===== config.mk =====
export PLATFORM = sky130hd
export DESIGN_NAME = seven_seg_scan_driver
export DESIGN_NICKNAME = d
export VERILOG_FILES = /design/src/rtl/seven_seg_scan_driver.sv
export SDC_FILE = /design/constraint.sdc
export NUM_CORES = 1
export LEC_CHECK = 0
export BUFFER_PORTS_ARGS = -buffer_cell sky130_fd_sc_hd__buf_2
export CAP_MARGIN = 20
export CORE_ASPECT_RATIO = 0.75
export CORE_MARGIN = 2
export CORE_UTILIZATION = 40
export DETAILED_ROUTE_END_ITERATION = 10
export SYNTH_ARGS = -nofsm -noshare
export SYNTH_HDL_FRONTEND = slang
export SYNTH_SLANG_ARGS = --single-unit

===== constraint.sdc =====
create_clock -name clk -period 3.5 [get_ports clk]
set_clock_uncertainty 0.2 [all_clocks]
set_input_delay 0.175 -clock clk [delete_from_list [all_inputs] [get_ports clk]]
set_output_delay 0.175 -clock clk [all_outputs]
set_load 0.05 [all_outputs]

===== src/rtl/seven_seg_scan_driver.sv =====
// Time-multiplexed seven-segment driver: double-buffered BCD, dead-time, leading-zero blanking.
// Optional digit blinking is built when SEVEN_SEG_BLINK_EN is defined.
module seven_seg_scan_driver #(
  parameter int NUM_DIGITS   = 8,
  parameter int SCAN_DIV     = 50000,
  parameter int DEAD_CYCLES  = 16,
  parameter int BLINK_FRAMES = 32
) (
  input  logic                    clk,
  input  logic                    reset,
  input  logic [4*NUM_DIGITS-1:0] bcd_in,
  input  logic                    update_valid,
  output logic                    update_ready,
  input  logic                    lz_blank,
  input  logic [NUM_DIGITS-1:0]   blink_mask,
  output logic [6:0]              seg,
  output logic [NUM_DIGITS-1:0]   dig_en,
  output logic                    frame_done
);

  localparam int IDX_W = (NUM_DIGITS > 1) ? $clog2(NUM_DIGITS) : 1;
  localparam int CNT_W = $clog2(SCAN_DIV);
  localparam int BUF_W = 4 * NUM_DIGITS;
  localparam logic [IDX_W-1:0] LAST_IDX = IDX_W'(NUM_DIGITS - 1);
  localparam logic [CNT_W-1:0] LAST_CNT = CNT_W'(SCAN_DIV - 1);
  localparam logic [CNT_W-1:0] DEAD_CNT = CNT_W'(DEAD_CYCLES);
  localparam logic [6:0]       SEG_OFF  = 7'b1111111;

  function automatic logic [6:0] bcd_to_seg(input logic [3:0] nib);
    logic [6:0] s;
    case (nib)
      4'd0:    s = 7'b0000001;
      4'd1:    s = 7'b1001111;
      4'd2:    s = 7'b0010010;
      4'd3:    s = 7'b0000110;
      4'd4:    s = 7'b1001100;
      4'd5:    s = 7'b0100100;
      4'd6:    s = 7'b0100000;
      4'd7:    s = 7'b0001111;
      4'd8:    s = 7'b0000000;
      4'd9:    s = 7'b0000100;
      default: s = SEG_OFF;
    endcase
    return s;
  endfunction

  logic [CNT_W-1:0]      cnt_q, cnt_d;
  logic [IDX_W-1:0]      idx_q, idx_d;
  logic [BUF_W-1:0]      active_q, active_d;
  logic [BUF_W-1:0]      pend_buf_q, pend_buf_d;
  logic                  pending_q, pending_d;
  logic [6:0]            seg_q, seg_d;
  logic [NUM_DIGITS-1:0] dig_en_q, dig_en_d;
  logic                  frame_done_q, frame_done_d;

  logic                  boundary;
  logic                  xfer;
  logic [NUM_DIGITS-1:0] lz_mask;
  logic                  blink_phase_d;

  assign boundary = (idx_q == LAST_IDX) && (cnt_q == LAST_CNT);
  assign xfer     = update_valid && !pending_q;

  // Scan position
  always_comb begin
    cnt_d = cnt_q + CNT_W'(1);
    idx_d = idx_q;
    if (cnt_q == LAST_CNT) begin
      cnt_d = '0;
      idx_d = (idx_q == LAST_IDX) ? '0 : idx_q + IDX_W'(1);
    end
  end

  // Capture into the pending buffer; the swap happens only on the frame boundary
  always_comb begin
    pend_buf_d   = pend_buf_q;
    pending_d    = pending_q;
    active_d     = active_q;
    frame_done_d = boundary;
    if (xfer) begin
      pend_buf_d = bcd_in;
      pending_d  = 1'b1;
    end
    if (boundary && pending_q) begin
      active_d  = pend_buf_q;
      pending_d = 1'b0;
    end
  end

  // Leading zeros are judged on the buffer that will be on display next cycle
  always_comb begin
    logic seen_nz;
    lz_mask = '0;
    seen_nz = 1'b0;
    for (int k = NUM_DIGITS - 1; k >= 0; k--) begin
      if (active_d[4*k +: 4] != 4'h0) seen_nz = 1'b1;
      if (k != 0) lz_mask[k] = lz_blank && !seen_nz;
    end
  end

`ifdef SEVEN_SEG_BLINK_EN
  localparam int FC_W = (BLINK_FRAMES > 1) ? $clog2(BLINK_FRAMES) : 1;
  localparam logic [FC_W-1:0] FC_LAST = FC_W'(BLINK_FRAMES - 1);

  logic [FC_W-1:0] frame_cnt_q, frame_cnt_d;
  logic            phase_q, phase_d;

  always_comb begin
    frame_cnt_d = frame_cnt_q;
    phase_d     = phase_q;
    if (boundary) begin
      if (frame_cnt_q == FC_LAST) begin
        frame_cnt_d = '0;
        phase_d     = ~phase_q;
      end else begin
        frame_cnt_d = frame_cnt_q + FC_W'(1);
      end
    end
  end

  always_ff @(posedge clk) begin
    if (reset) begin
      frame_cnt_q <= '0;
      phase_q     <= 1'b0;
    end else begin
      frame_cnt_q <= frame_cnt_d;
      phase_q     <= phase_d;
    end
  end

  assign blink_phase_d = phase_d;
`else
  assign blink_phase_d = 1'b0;
`endif

  // Outputs are computed from next-state values so they line up with the state they describe
  always_comb begin
    logic [3:0] nib;
    logic       sel_blank;
    logic       lit;
    seg_d     = SEG_OFF;
    dig_en_d  = '1;
    nib       = 4'hF;
    sel_blank = 1'b0;
    lit       = (cnt_d >= DEAD_CNT);
    for (int k = 0; k < NUM_DIGITS; k++) begin
      if (idx_d == IDX_W'(k)) begin
        nib       = active_d[4*k +: 4];
        sel_blank = lz_mask[k] || (blink_phase_d && blink_mask[k]);
        if (lit) dig_en_d[k] = 1'b0;
      end
    end
    if (lit && !sel_blank) seg_d = bcd_to_seg(nib);
  end

  always_ff @(posedge clk) begin
    if (reset) begin
      cnt_q        <= '0;
      idx_q        <= '0;
      active_q     <= '1;
      pending_q    <= 1'b0;
      seg_q        <= SEG_OFF;
      dig_en_q     <= '1;
      frame_done_q <= 1'b0;
    end else begin
      cnt_q        <= cnt_d;
      idx_q        <= idx_d;
      active_q     <= active_d;
      pending_q    <= pending_d;
      seg_q        <= seg_d;
      dig_en_q     <= dig_en_d;
      frame_done_q <= frame_done_d;
    end
  end

  // Pending data is qualified by pending_q, so it needs no reset
  always_ff @(posedge clk) begin
    pend_buf_q <= pend_buf_d;
  end

  assign update_ready = !pending_q;
  assign seg          = seg_q;
  assign dig_en       = dig_en_q;
  assign frame_done   = frame_done_q;

endmodule

# Word level (Yosys, flattened, before mapping)
# Memories as Yosys holds them, arrays and structs flattened. A register that Yosys moved wholly into a read port is not among the register bits.
# Index checks and enable logic that the tools add are counted.
[classes]
n_lt_le_gt_ge = 1
muxes = 27
shift = 0
reduce_logical = 38
n_mul = 0
n_div = 0
bitwise = 9
eq_ne = 9
addsub = 2
[ops]
columns = ["operator", "n"]
rows = [
  ["two-way mux 32 bit", 1],
  ["two-way mux 4 bit", 8],
  ["nonzero test 4 bit", 7],
  ["OR reduction 2 bit", 10],
  ["adder 16 x 1 -> 16 bit, second input constant", 1],
  ["equality test 16 bit, second input constant", 1],
  [">= comparator 16 x 5 -> 1 bit, second input constant", 1],
  ["two-way mux 16 bit", 1],
  ["equality test 3 bit, second input constant", 5],
  ["two-way mux 1 bit", 15],
  ["logical AND 1 bit", 11],
  ["zero test 1 bit", 9],
  ["inverter 1 bit", 9],
  ["equality test 3 x 2 -> 1 bit, second input constant", 2],
  ["two-way mux 3 bit", 2],
  ["adder 3 x 1 -> 3 bit, second input constant", 1],
  ["equality test 3 x 1 -> 1 bit, second input constant", 1],
  ["zero test 3 bit", 1],
]
[totals]
wordCells = 101
mem_bits_rw = 0
mem_bits_ro = 112
in_bits = 44
output_inout_bits = 17
register_bits = 93
latchBits = 0
mem_count = 1
[memory_table]
columns = ["name", "words", "word_bits", "rd", "rd_clocked_by_memory_dff", "write_ports", "line_no", "rtl"]
rows = [
  ["(no name shown)", 16, 7, 1, 1, 0, "31", "case (nib)"],
]

# Depth between registers and ports, before layout
[logic_depth]
ltp_word = 25
depth_mapped = 16
depth_no_buf = 13

# Least setup slack after synthesis
# Ideal clock, no wire load.
[synth_timing]
path_type = "flip-flop to flip-flop"
startpoint = "register cnt_q[0]"
endpoint = "register seg_q[5] (netlist: seg[5])"
synth_period_minus_slack_ns = 3.570
required_time_ns = 3.226
setup_ns = 0.074
t_arrival_ns = 3.296
path_slack_ns = -0.070
stages_incl_launch_ff = 15
cell_sequence = "dfxtp_1 -> ha_1 -> and3_1 -> and4_1 -> buf_6 -> mux2i_2 -> buf_6 -> nor2_1 -> nor4_1 -> a21oi_1 -> o31ai_2 -> inv_1 -> ha_1 -> o31a_1 -> o21ai_0"
[synth_between]
elab_chain_cells = 25
[synth_rtl]
columns = ["item", "line_no", "rtl"]
rows = [
  ["from (decl)", "47", "logic [CNT_W-1:0] cnt_q, cnt_d;"],
  ["from (signal assigned)", "166", "cnt_q <= cnt_d;"],
  ["equality test 16 bit", "61, 68", ""],
  ["logical AND 1 bit", "61", "assign boundary = (idx_q == LAST_IDX) && (cnt_q == LAST_CNT);"],
  ["logical AND 1 bit", "84", "if (boundary && pending_q) begin"],
  ["two-way mux 32 bit", "84", ""],
  ["nonzero test 4 bit", "96", "if (active_d[4*k +: 4] != 4'h0) seen_nz = 1'b1;"],
  ["two-way mux 1 bit (7 in series)", "96", ""],
  ["zero test 1 bit", "97", "if (k != 0) lz_mask[k] = lz_blank && !seen_nz;"],
  ["logical AND 1 bit", "97", ""],
  ["two-way mux 1 bit (7 in series)", "147", "if (idx_d == IDX_W'(k)) begin"],
  ["zero test 1 bit", "153", "if (lit && !sel_blank) seg_d = bcd_to_seg(nib);"],
  ["logical AND 1 bit", "153", ""],
  ["inverter 1 bit (no line)", "n/a", ""],
  ["OR reduction 2 bit (no line)", "n/a", ""],
  ["to (decl)", "52", "logic [6:0] seg_q, seg_d;"],
]
# Parallel ways exist; a longest one is shown, timed or not.
# A chain may end at the register's enable or synchronous reset.

# Worst setup path after layout
[layout_timing]
startpoint = "register idx_q[1]"
endpoint = "register seg_q[5] (netlist: seg[5])"
[layout_between]
elab_chain_cells = 25
[layout_rtl]
columns = ["item", "line_no", "rtl"]
rows = [
  ["from (decl)", "48", "logic [IDX_W-1:0] idx_q, idx_d;"],
  ["from (signal assigned)", "167", "idx_q <= idx_d;"],
  ["equality test 3 bit", "61, 70", ""],
  ["logical AND 1 bit", "61", ""],
  ["logical AND 1 bit", "84", ""],
  ["two-way mux 32 bit", "84", ""],
  ["nonzero test 4 bit", "96", ""],
  ["two-way mux 1 bit (7 in series)", "96", ""],
  ["zero test 1 bit", "97", ""],
  ["logical AND 1 bit", "97", ""],
  ["two-way mux 1 bit (7 in series)", "147", ""],
  ["zero test 1 bit", "153", ""],
  ["logical AND 1 bit", "153", ""],
  ["inverter 1 bit (no line)", "n/a", ""],
  ["OR reduction 2 bit (no line)", "n/a", ""],
]
# Parallel ways exist; a longest one is shown, timed or not.

==> flow_summary.json <==
{
  "ys_ff_latch": 100,
  "yosys_warnings": 0,
  "fin_crit_ns": 3.37,
  "worst_pin_slew_ns": 0.670,
  "dp_slack_ns": 0.0207,
  "synth_top_area_share_pct": 29.3,
  "grt_pass1_wl_um": 18600,
  "gp_congestion": 0.860,
  "hpwlAfterDp_um": 8260,
  "die_h_um": 97.3,
  "period_share_pct": 96.2,
  "antenna_cells": 0,
  "critical_path_required_ns": 3.56,
  "cts-htree-levels": 3,
  "core.rowCount": 34,
  "synth-async-reset-ratio_pct": 0,
  "ys_seq_area_share_pct": 50.0,
  "p_leak_nw": 2.43,
  "synth_edf_count": 32,
  "wl_per_cell_um": 15.2,
  "rsz0062_at_grt": "no",
  "path_clk_slew_ns": 0.07,
  "multi_input_area_mm2": 0.00222,
  "drt_iter0_drc": 350,
  "synth_area_leaders": "dfxtp_1 (29%), edfxtp_1 (21%), mux2i_1 (5.8%)",
  "clock_path_buffers": 2,
  "end_kind": "flip-flop",
  "grt_usage_pct": 18.8,
  "hold_violations": 0,
  "antenna_found_initial": 0,
  "ant_nets": 0,
  "status": "complete, no violations",
  "drv_slew": 0,
  "worstHoldPathCells": 2,
  "cts_root_buffer": "clkbuf_16",
  "cp_common_cell": "ha_1",
  "cp.arrival_ns": 3.43,
  "hp-start": "active_q[21]$_SDFF_PP1_",
  "post-cts-setup-buffers": 0,
  "drc": 0,
  "synth_nets": 511,
  "setup_violations": 0,
  "drive_gt1_share_pct": 26.2,
  "routed_wl_um": 11200,
  "dr.pass1.iters": 5,
  "synthTopCellsByCount": "dfxtp_1 (68), nand2_1 (67), nor2_1 (38)",
  "post-route-util_pct": 53.2,
  "fmax_ghz": 0.297,
  "syn_area_mm2": 0.00464,
  "grt-ovfl-total": 0,
  "irDropWorstVdd_mv": 0.206,
  "initial_core_util_pct": 40.6,
  "power_density_mw_per_mm2": 370,
  "rrSetupSlack_ns": 0.13,
  "reg2reg_depth": 11,
  "start_kind": "flip-flop",
  "syn_inst": 458,
  "synth_cell_types": 66,
  "setup_slack_ns": 0.134,
  "syn_area_per_cell_um2": 10.1,
  "dr_total_vias": 3947,
  "total_power_mw": 2.25,
  "synth-main-ff-cell": "dfxtp_1",
  "numCtsBuffers": 9,
  "portBuffers": 52,
  "cts_sinks": 100,
  "relSlewSlack_pct": 55.0,
  "setup-tns-final_ns": 0,
  "drv_cap": 0,
  "die-area_mm2": 0.0125,
  "grt_max_degree": 34,
  "r2r_end": "seg[5]$_SDFF_PP1_",
  "ioPinCount": 61,
  "r2r-start": "idx_q[1]$_SDFF_PP0_",
  "fp.coreArea_mm2": 0.0114,
  "yosysTopAreaCell": "dfxtp_1",
  "crit_fanout": 6,
  "syn_to_final_growth_pct": 31.1,
  "seq_area_mm2": 0.00232,
  "clk-insertion-delay-late_ns": 0.34,
  "crit_chain": "ha_1 -> ha_1 -> nand2b_1 -> mux2_1 -> nor4_2 -> a21oi_1 -> o31ai_2 -> inv_1 -> ha_1 -> o31a_1 -> o21ai_0",
  "cts_tree": "done",
  "fp.dieW_um": 128,
  "grt_pass1_vias": 3817,
  "worst_path_largest_cell_delay_ns": 0.45,
  "whs_endpoint": "active_q[21]$_SDFF_PP1_",
  "vias_per_cell": 5.34,
  "worstSetupPathType": "reg2reg",
  "hold_class": "reg2reg",
  "yosysMostFrequentCell": "dfxtp_1",
  "nFillCells": 996,
  "crit_slowest_cell": "dfxtp_1",
  "final_nets": 643
}
## power by group
| part | leakage, nW | switching (mW) | internal, mW | total (mW) |
|---|---|---|---|---|
| sequential | 0.856 | 0.0145 | 1.22 | 1.24 |
| clock | 0.126 | 0.436 | 0.489 | 0.925 |
| combinational | 1.45 | 0.0389 | 0.0509 | 0.0898 |
## stage by stage
step                      hold slack [ns]  std cells  instance area, µm²
after floorplan                    0.0739        458                4650
after global placement              0.151        689                5400
after detailed placement            0.153        689                5400
after CTS                           0.289        739                6020
after global routing                0.308        739                6090
final                               0.288        739                6090
## routing by layer
metal	track usage, %	part of all wire, %	vias to the layer above
met5	0	0	-
met4	4.56	0.88	0
met3	4.41	4.9	10
met2	28.7	44	103
met1	26.8	50	1909
li1	-	-	1925
## cells in the final DEF (no fill, tap or decap), types with 3 or more instances in the layout
| cell type | count |
|---|---|
| nand2_1 | 67 |
| a211o_1 | 4 |
| buf_2 | 52 |
| nand2b_1 | 3 |
| nand3_1 | 25 |
| nand4_1 | 4 |
| o2111ai_1 | 3 |
| nor2_1 | 37 |
| nor2b_1 | 3 |
| xor2_1 | 5 |
| clkinvlp_4 | 3 |
| inv_1 | 6 |
| mux2i_4 | 3 |
| nor4_1 | 9 |
| clkbuf_16 | 9 |
| o21ai_0 | 10 |
| dfxtp_1 | 67 |
| a211oi_1 | 4 |
| or4_1 | 5 |
| mux2i_1 | 25 |
| a2bb2oi_1 | 3 |
| and3_1 | 5 |
| nor3_1 | 13 |
| a21oi_1 | 10 |
| and2_1 | 6 |
| dlygate4sd3_1 | 34 |
| ha_1 | 9 |
| nand4b_1 | 3 |
| edfxtp_1 | 32 |
| xnor2_1 | 12 |
| buf_4 | 56 |
## worst max path at each step
stage | start | to | slack [ns] | cells past startpoint
after detailed placement | cnt_q[1]$_SDFF_PP0_ | seg[1]$_SDFF_PP1_ | 0.02 | 13
after global placement | cnt_q[0]$_SDFF_PP0_ | seg[1]$_SDFF_PP1_ | 0.08 | 13
final | idx_q[1]$_SDFF_PP0_ | seg[5]$_SDFF_PP1_ | 0.13 | 11
after CTS | cnt_q[0]$_SDFF_PP0_ | seg[2]$_SDFF_PP1_ | 0.07 | 16
after floorplan | cnt_q[0]$_SDFF_PP0_ | seg[5]$_SDFF_PP1_ | 0.01 | 14
after global routing | idx_q[1]$_SDFF_PP0_ | seg[5]$_SDFF_PP1_ | 0.008 | 12
## kinds of logic (layout without fill, tap and decap cells)
group / count (synthesis) / in the layout / share of synthesized area, %
and+or+nand+nor: 206 / 206 / 22.6
DFF: 100 / 100 / 50.0
AOI/OAI and AO/OA: 63 / 63 / 10.3
muxes: 33 / 33 / 7.70
buffers and inverters: 30 / 167 / 3.72
xor gates and xnor gates: 17 / 17 / 3.21
adders and majority gates: 9 / 9 / 2.42
## state kept, by name (all words and copies together) (netlist names)
name	cells
active_q	32
pend_buf_q	32
cnt_q	16
dig_en	8
seg	7
idx_q	3
frame_done	1
pending_q	1
## layout make-up
cell class,count,area share [%]
clock buffers,10,3.76
clock inverters,6,0.801
inverters,6,0.370
multi-input cells,328,36.5
flip-flops and latches,100,38.2
well taps,144,2.96
repair buffers,145,17.5
## critical path: cells and delay by family, from the launching register on
kind	cells	cell delay, ns
AOI/OAI and AO/OA	4	0.89
adders and majority gates	3	0.77
and+or+nand+nor	2	0.50
DFF	1	0.45
muxes	1	0.37
buffers and inverters	1	0.11
## repair_timing
item                       4_1_cts  5_1_grt
setup endpoints to repair        2        7
gates resized for setup          1       16
hold buffers                    34        0
pin swaps                        0        2
hold endpoints to repair        38        0
cloned                           0        0
Power figures use the tool's default switching activity.
